### config.mk
export PLATFORM = sky130hd
export DESIGN_NAME = irq_ctrl
export DESIGN_NICKNAME = d
export VERILOG_FILES = /design/src/rtl/irq_pkg.sv /design/src/rtl/irq_sync_edge.sv /design/src/rtl/irq_ctrl.sv
export SDC_FILE = /design/constraint.sdc
export NUM_CORES = 1
export LEC_CHECK = 0
export CORE_MARGIN = 2
export CORE_UTILIZATION = 44
export CTS_CLUSTER_DIAMETER = 120
export DETAILED_ROUTE_END_ITERATION = 7
export GPL_ROUTABILITY_DRIVEN = 0
export GPL_TIMING_DRIVEN = 1
export PLACE_DENSITY = 0.85
export RECOVER_POWER = 50
export SETUP_SLACK_MARGIN = 0.2
export SKIP_LAST_GASP = 1
export SYNTH_ARGS = -nofsm -noshare
export SYNTH_HDL_FRONTEND = slang
export SYNTH_SLANG_ARGS = --single-unit
### constraint.sdc
create_clock -name Clk_CPU -period 2 [get_ports Clk_CPU]
set_input_delay 0.5 -clock Clk_CPU [delete_from_list [all_inputs] [get_ports Clk_CPU]]
set_output_delay 0.5 -clock Clk_CPU [all_outputs]
set_load 0.02 [all_outputs]
### src/rtl/irq_pkg.sv
// rtl/irq_pkg.sv - shared constants, register map and FSM encoding for irq_ctrl
package irq_pkg;

  localparam int IRQ_N_SRC = 4;
  localparam int IRQ_ID_W  = 2;

  localparam logic [1:0] ADDR_PENDING = 2'd0;
  localparam logic [1:0] ADDR_MASK    = 2'd1;
  localparam logic [1:0] ADDR_CAUSE   = 2'd2;
  localparam logic [1:0] ADDR_CTRL    = 2'd3;

  localparam int CTRL_EN_BIT    = 0;
  localparam int CTRL_ABORT_BIT = 1;

  localparam logic [1:0] ST_IDLE = 2'd0;
  localparam logic [1:0] ST_REQ  = 2'd1;
  localparam logic [1:0] ST_SERV = 2'd2;

  // Fixed priority: bit 0 wins, so scan downward and let the lowest set bit overwrite.
  function automatic logic [IRQ_ID_W-1:0] lowest_idx(input logic [31:0] v);
    logic [IRQ_ID_W-1:0] idx;
    idx = '0;
    for (int i = 31; i >= 0; i--) begin
      if (v[i]) idx = IRQ_ID_W'(i);
    end
    return idx;
  endfunction

endpackage

### src/rtl/irq_sync_edge.sv
// rtl/irq_sync_edge.sv - two-flop synchronizer plus rising-edge detect for one interrupt line
module irq_sync_edge (
  input  logic Clk_CPU,
  input  logic rst,
  input  logic i_src,
  output logic o_edge
);

  logic       r_sync1;
  logic       r_sync2;
  logic       r_prev;
  logic [1:0] r_arm;

  always_ff @(posedge Clk_CPU or posedge rst) begin
    if (rst) begin
      r_sync1 <= 1'b0;
      r_sync2 <= 1'b0;
      r_prev  <= 1'b0;
      r_arm   <= 2'd0;
    end else begin
      r_sync1 <= i_src;
      r_sync2 <= r_sync1;
      r_prev  <= r_sync2;
      if (r_arm != 2'd3) r_arm <= r_arm + 2'd1;
    end
  end

  // A line already high out of reset must not look like an edge while prev fills.
  assign o_edge = r_sync2 & ~r_prev & (r_arm == 2'd3);

endmodule

### src/rtl/irq_ctrl.sv
// rtl/irq_ctrl.sv - prioritized interrupt controller with Ireq/Iack handshake to the CPU
module irq_ctrl
  import irq_pkg::*;
#(
  parameter int N_SRC = IRQ_N_SRC
) (
  input  logic                Clk_CPU,
  input  logic                rst,
  input  logic [N_SRC-1:0]    irq_src,
  input  logic                reg_we,
  input  logic [1:0]          reg_addr,
  input  logic [31:0]         reg_wdata,
  output logic [31:0]         reg_rdata,
  output logic                Ireq,
  input  logic                Iack,
  output logic [IRQ_ID_W-1:0] irq_id
);

  logic [N_SRC-1:0]    w_edge;
  logic [N_SRC-1:0]    w_w1c;
  logic [N_SRC-1:0]    w_ack_clr;
  logic [N_SRC-1:0]    w_active;
  logic                w_wr_pend;
  logic                w_wr_mask;
  logic                w_wr_ctrl;
  logic                w_abort;
  logic                w_unused_wdata;

  logic [N_SRC-1:0]    r_pending;
  logic [N_SRC-1:0]    r_mask;
  logic                r_en;
  logic [1:0]          r_state;
  logic                r_ireq;
  logic [IRQ_ID_W-1:0] r_irq_id;

  genvar g;
  generate
    for (g = 0; g < N_SRC; g++) begin : g_src
      irq_sync_edge u_sync (
        .Clk_CPU (Clk_CPU),
        .rst     (rst),
        .i_src   (irq_src[g]),
        .o_edge  (w_edge[g])
      );
    end
  endgenerate

  assign w_wr_pend = reg_we && (reg_addr == ADDR_PENDING);
  assign w_wr_mask = reg_we && (reg_addr == ADDR_MASK);
  assign w_wr_ctrl = reg_we && (reg_addr == ADDR_CTRL);
  assign w_abort   = w_wr_ctrl && reg_wdata[CTRL_ABORT_BIT];
  assign w_active  = r_pending & r_mask;
  assign w_w1c     = w_wr_pend ? reg_wdata[N_SRC-1:0] : '0;
  // An abort in the same cycle as Iack leaves PENDING untouched.
  assign w_ack_clr = (r_state == ST_REQ && Iack && !w_abort) ? (N_SRC'(1) << r_irq_id) : '0;
  assign w_unused_wdata = ^reg_wdata[31:N_SRC];

  always_ff @(posedge Clk_CPU or posedge rst) begin
    if (rst) begin
      r_pending <= '0;
      r_mask    <= '0;
      r_en      <= 1'b0;
      r_state   <= ST_IDLE;
      r_ireq    <= 1'b0;
      r_irq_id  <= '0;
    end else begin
      // New edges override any clear of the same bit.
      r_pending <= (r_pending & ~(w_w1c | w_ack_clr)) | w_edge;
      if (w_wr_mask) r_mask <= reg_wdata[N_SRC-1:0];
      if (w_wr_ctrl) r_en <= reg_wdata[CTRL_EN_BIT];
      case (r_state)
        ST_IDLE: begin
          if (r_en && |w_active) begin
            r_irq_id <= lowest_idx(32'(w_active));
            r_ireq   <= 1'b1;
            r_state  <= ST_REQ;
          end
        end
        ST_REQ: begin
          if (w_abort) begin
            r_ireq  <= 1'b0;
            r_state <= ST_IDLE;
          end else if (Iack) begin
            r_ireq  <= 1'b0;
            r_state <= ST_SERV;
          end
        end
        ST_SERV: begin
          if (w_abort || !Iack) r_state <= ST_IDLE;
        end
        default: begin
          r_ireq  <= 1'b0;
          r_state <= ST_IDLE;
        end
      endcase
    end
  end

  always_comb begin
    reg_rdata = '0;
    case (reg_addr)
      ADDR_PENDING: reg_rdata[N_SRC-1:0]    = r_pending;
      ADDR_MASK:    reg_rdata[N_SRC-1:0]    = r_mask;
      ADDR_CAUSE:   reg_rdata[IRQ_ID_W:0]   = {r_ireq, r_irq_id};
      default:      reg_rdata[CTRL_EN_BIT]  = r_en;
    endcase
  end

  assign Ireq   = r_ireq;
  assign irq_id = r_irq_id;

endmodule
==> results_dict.tcl <==
set metrics [dict create \
    dieWidth_um 64.6 \
    hp-start "g_src[0].u_sync.r_sync1" \
    die_y_um 64.6 \
    pin_count 77 \
    drt_pass1_iterations 4 \
    avgSynthCellArea_um2 12.1 \
    drc 0 \
    end_kind "output pin" \
    synth.distinct_cells 31 \
    num-nets-final 213 \
    r2r_end "irq_id[0]" \
    arrival_ns 1.29 \
    critical_path_required_ns 1.50 \
    hold_viol_final 0 \
    cts-buffers-inserted 5 \
    cap_violations 0 \
    p_comb_share_pct 28.5 \
    synth_xor_area_share_pct 2.71 \
    ys_ff_latch 34 \
    track_usage_pct 13.7 \
    synth_top_area_share_pct 52.6 \
    worstPathCellList "mux4_2 -> buf_6" \
    cp_slowest_stage_delay_ns 0.47 \
    cts-root-buf "clkbuf_8" \
    ys_seq_area_share_pct 52.6 \
    clk_path_buf_depth 2 \
    nFillCells 326 \
    status "completed" \
    hold_class "reg -> reg" \
    antenna_cells 0 \
    totalWireLength_um 2450 \
    grt_pass1_vias 957 \
    clk_latency_ns 0.28 \
    rr_worst_depth 4 \
    holdPathStages 0 \
    powerDensity_nw_per_um2 1030 \
    p_int_uw 1320 \
    post-dp-hpwl_um 1800 \
    start_kind "flip-flop" \
    hold_end "g_src[0].u_sync.r_sync2" \
    switching_share_pct 31.5 \
    synthArstFlopShare_pct 100 \
    grt_max_degree 35 \
    fp-row-count 22 \
    port-buffer-count 20 \
    synth_top_family_by_area "buffers and inverters" \
    crit_type "reg -> out" \
    yosys_warnings 0 \
    antenna_found_initial 0 \
    synthCells 134 \
    worstPathMaxFanout 2 \
    leakage_uw 0.000848 \
    ys.flop_type "dfrtp_1" \
    num_vias 990 \
    r2r_setup_slack_ns 0.59 \
    synth_compound_area_share_pct 7.35 \
    tightest_slew_ns 0.789 \
    via_per_inst 4.63 \
    synthSimpleGateAreaFrac_pct 9.52 \
    clk_pin_slew_ns 0.06 \
    relSlewSlack_pct 47.4 \
    period_share_pct 89.4 \
    cts_tree "built" \
    setup_viol 0 \
    worst_hold_slack_ns 0.351 \
    synth_area_um2 1620 \
    ant_nets 0 \
    finalCriticalPeriod_ns 1.79 \
    synthAdderAreaFrac_pct 3.10 \
    area_delta_synth_final_pct 16.5 \
    dieArea_um2 4180 \
    rr_startpoint "r_pending[0]" \
    drive_gt1_share_pct 21.1 \
    multiInputGateArea_um2 644 \
    total_power_uw 1930 \
    pwr-share-clk_pct 25.0 \
    seq_power_share_pct 46.4 \
    ir_drop_mv 0.488 \
    yosysTopAreaCell "dfrtp_1" \
    cts_max_level 2 \
    rsz0062_at_grt "true" \
    synthMuxAreaShare_pct 10.4 \
    power.switching_uw 609 \
    grt_pass1_wl_um 4160 \
    synthTopCellsByCount "dfrtp_1 (34), buf_4 (29), nand2_1 (11), mux2_2 (8), nand3b_1 (5)" \
    core_um2 3610 \
    drt_iter0_markers 52 \
    final_util_pct 52.2 \
    slew_violations 0 \
    grt.overflow.total 0 \
    seq_area_um2 851 \
    clock_sinks 34 \
    synth_area_leaders "dfrtp_1 (53%), buf_4 (13%), mux2_2 (5.6%)" \
    crit_path_top_delay_cell "mux4_2" \
    synth_edf_count 0 \
    stdcell_count 214 \
    start_util_pct 44.8 \
    place_inst 204 \
    fmax_ghz 0.560 \
    fin_skew_ns 0.00461 \
    avgRoutedWirePerCell_um 11.5 \
    yosysMostFrequentCell "dfrtp_1" \
]
## layer usage
metal  vias up  global-route usage [%]  part of all wire, %
met5         -                       0                    0
met4         0                    7.98                  1.4
met3         4                    5.21                  6.9
met1       473                    16.5                   44
met2        43                    21.0                   48
li1        470                       -                    -
## worst max-delay path, delay by kind of cell (launching register included)
kind / cells / cell delay (ns)
buf+inv: 1 / 0.15
flops: 1 / 0.40
mux: 1 / 0.47
## kinds of logic (layout without fill, tap and decap cells)
group | count (synthesis) | count (layout)
AND/OR/NAND/NOR | 27 | 27
adder cells (fa/ha/maj) | 4 | 4
XOR/XNOR | 5 | 5
AO/OA/AOI/OAI | 18 | 18
flip-flops | 34 | 34
other | 1 | 28
buffers and inverters | 31 | 36
multiplexers | 14 | 14
## stage by stage
step / instance area, um^2 / setup TNS (ns) / setup slack, ns
6_report: 1880 / 0 / 0.213
5_1_grt: 1880 / 0 / 0.181
4_1_cts: 1890 / 0 / 0.196
3_5_place_dp: 1790 / -2.18 / -0.559
3_3_place_gp: 1790 / -2.14 / -0.552
2_1_floorplan: 1720 / 0 / 0.250
## worst max path at each step
stage	start	end	slack, ns	depth (start not counted)
after floorplan	reg_addr[0]	reg_rdata[2]	0.25	3
after global placement	reg_addr[0]	reg_rdata[0]	-0.55	3
after detailed placement	reg_addr[0]	reg_rdata[2]	-0.56	5
after CTS	r_pending[0]	reg_rdata[0]	0.20	2
after global routing	r_pending[0]	reg_rdata[0]	0.18	2
final	r_pending[0]	reg_rdata[0]	0.21	2
## power groups by stage
stage | Clock, uW | Combinational (uW) | Sequential [uW]
3_5_place_dp | 0 | 556 | 916
3_3_place_gp | 0 | 541 | 909
2_1_floorplan | 0 | 368 | 924
6_report | 484 | 551 | 897
5_1_grt | 537 | 606 | 914
4_1_cts | 508 | 557 | 895
## placed cells by master, fill, tap and decap left out, drive strengths merged
cell	synthesis	layout
dfrtp	34	34
conb	1	28
buf	30	13
nand2	11	11
mux2	10	10
clkbuf	0	8
clkdlybuf4s50	0	6
nand3b	5	5
dlygate4sd3	0	5
xnor2	4	4
a21oi	4	4
o211ai	4	4
ha	4	4
o21ai	4	4
nor2	3	3
dlygate4sd2	0	3
nor3b	3	3
mux2i	3	3
a22o	2	2
nand3	2	2
a32oi	1	1
o21a	1	1
nand4	1	1
or3b	1	1
o22ai	1	1
mux4	1	1
inv	1	1
xor2	1	1
and3	1	1
a21o	1	1
## sequential cells by signal, indices dropped and copies added (netlist names)
signal / cells
g_src.u_sync.r_sync2: 4
g_src.u_sync.r_sync1: 4
r_mask: 4
irq_id: 2
g_src.u_sync.r_prev: 4
r_pending: 4
Ireq: 1
r_state: 2
r_en: 1
g_src.u_sync.r_arm: 8
## what timing repair did
item | in CTS | in global routing
hold buffers | 0 | 0
resized for setup | 28 | 3
cloned | 0 | 0
setup endpoints to repair | 7 | 2
setup buffers | 4 | 0
## layout make-up
class | count | share of cell area (%)
Sequential cell | 34 | 45.2
Multi-Input combinational cell | 96 | 34.2
Timing Repair Buffer | 29 | 12.8
Clock buffer | 6 | 4.39
Tap cell | 48 | 3.19
Inverter | 1 | 0.199
Power figures use the tool's default switching activity.
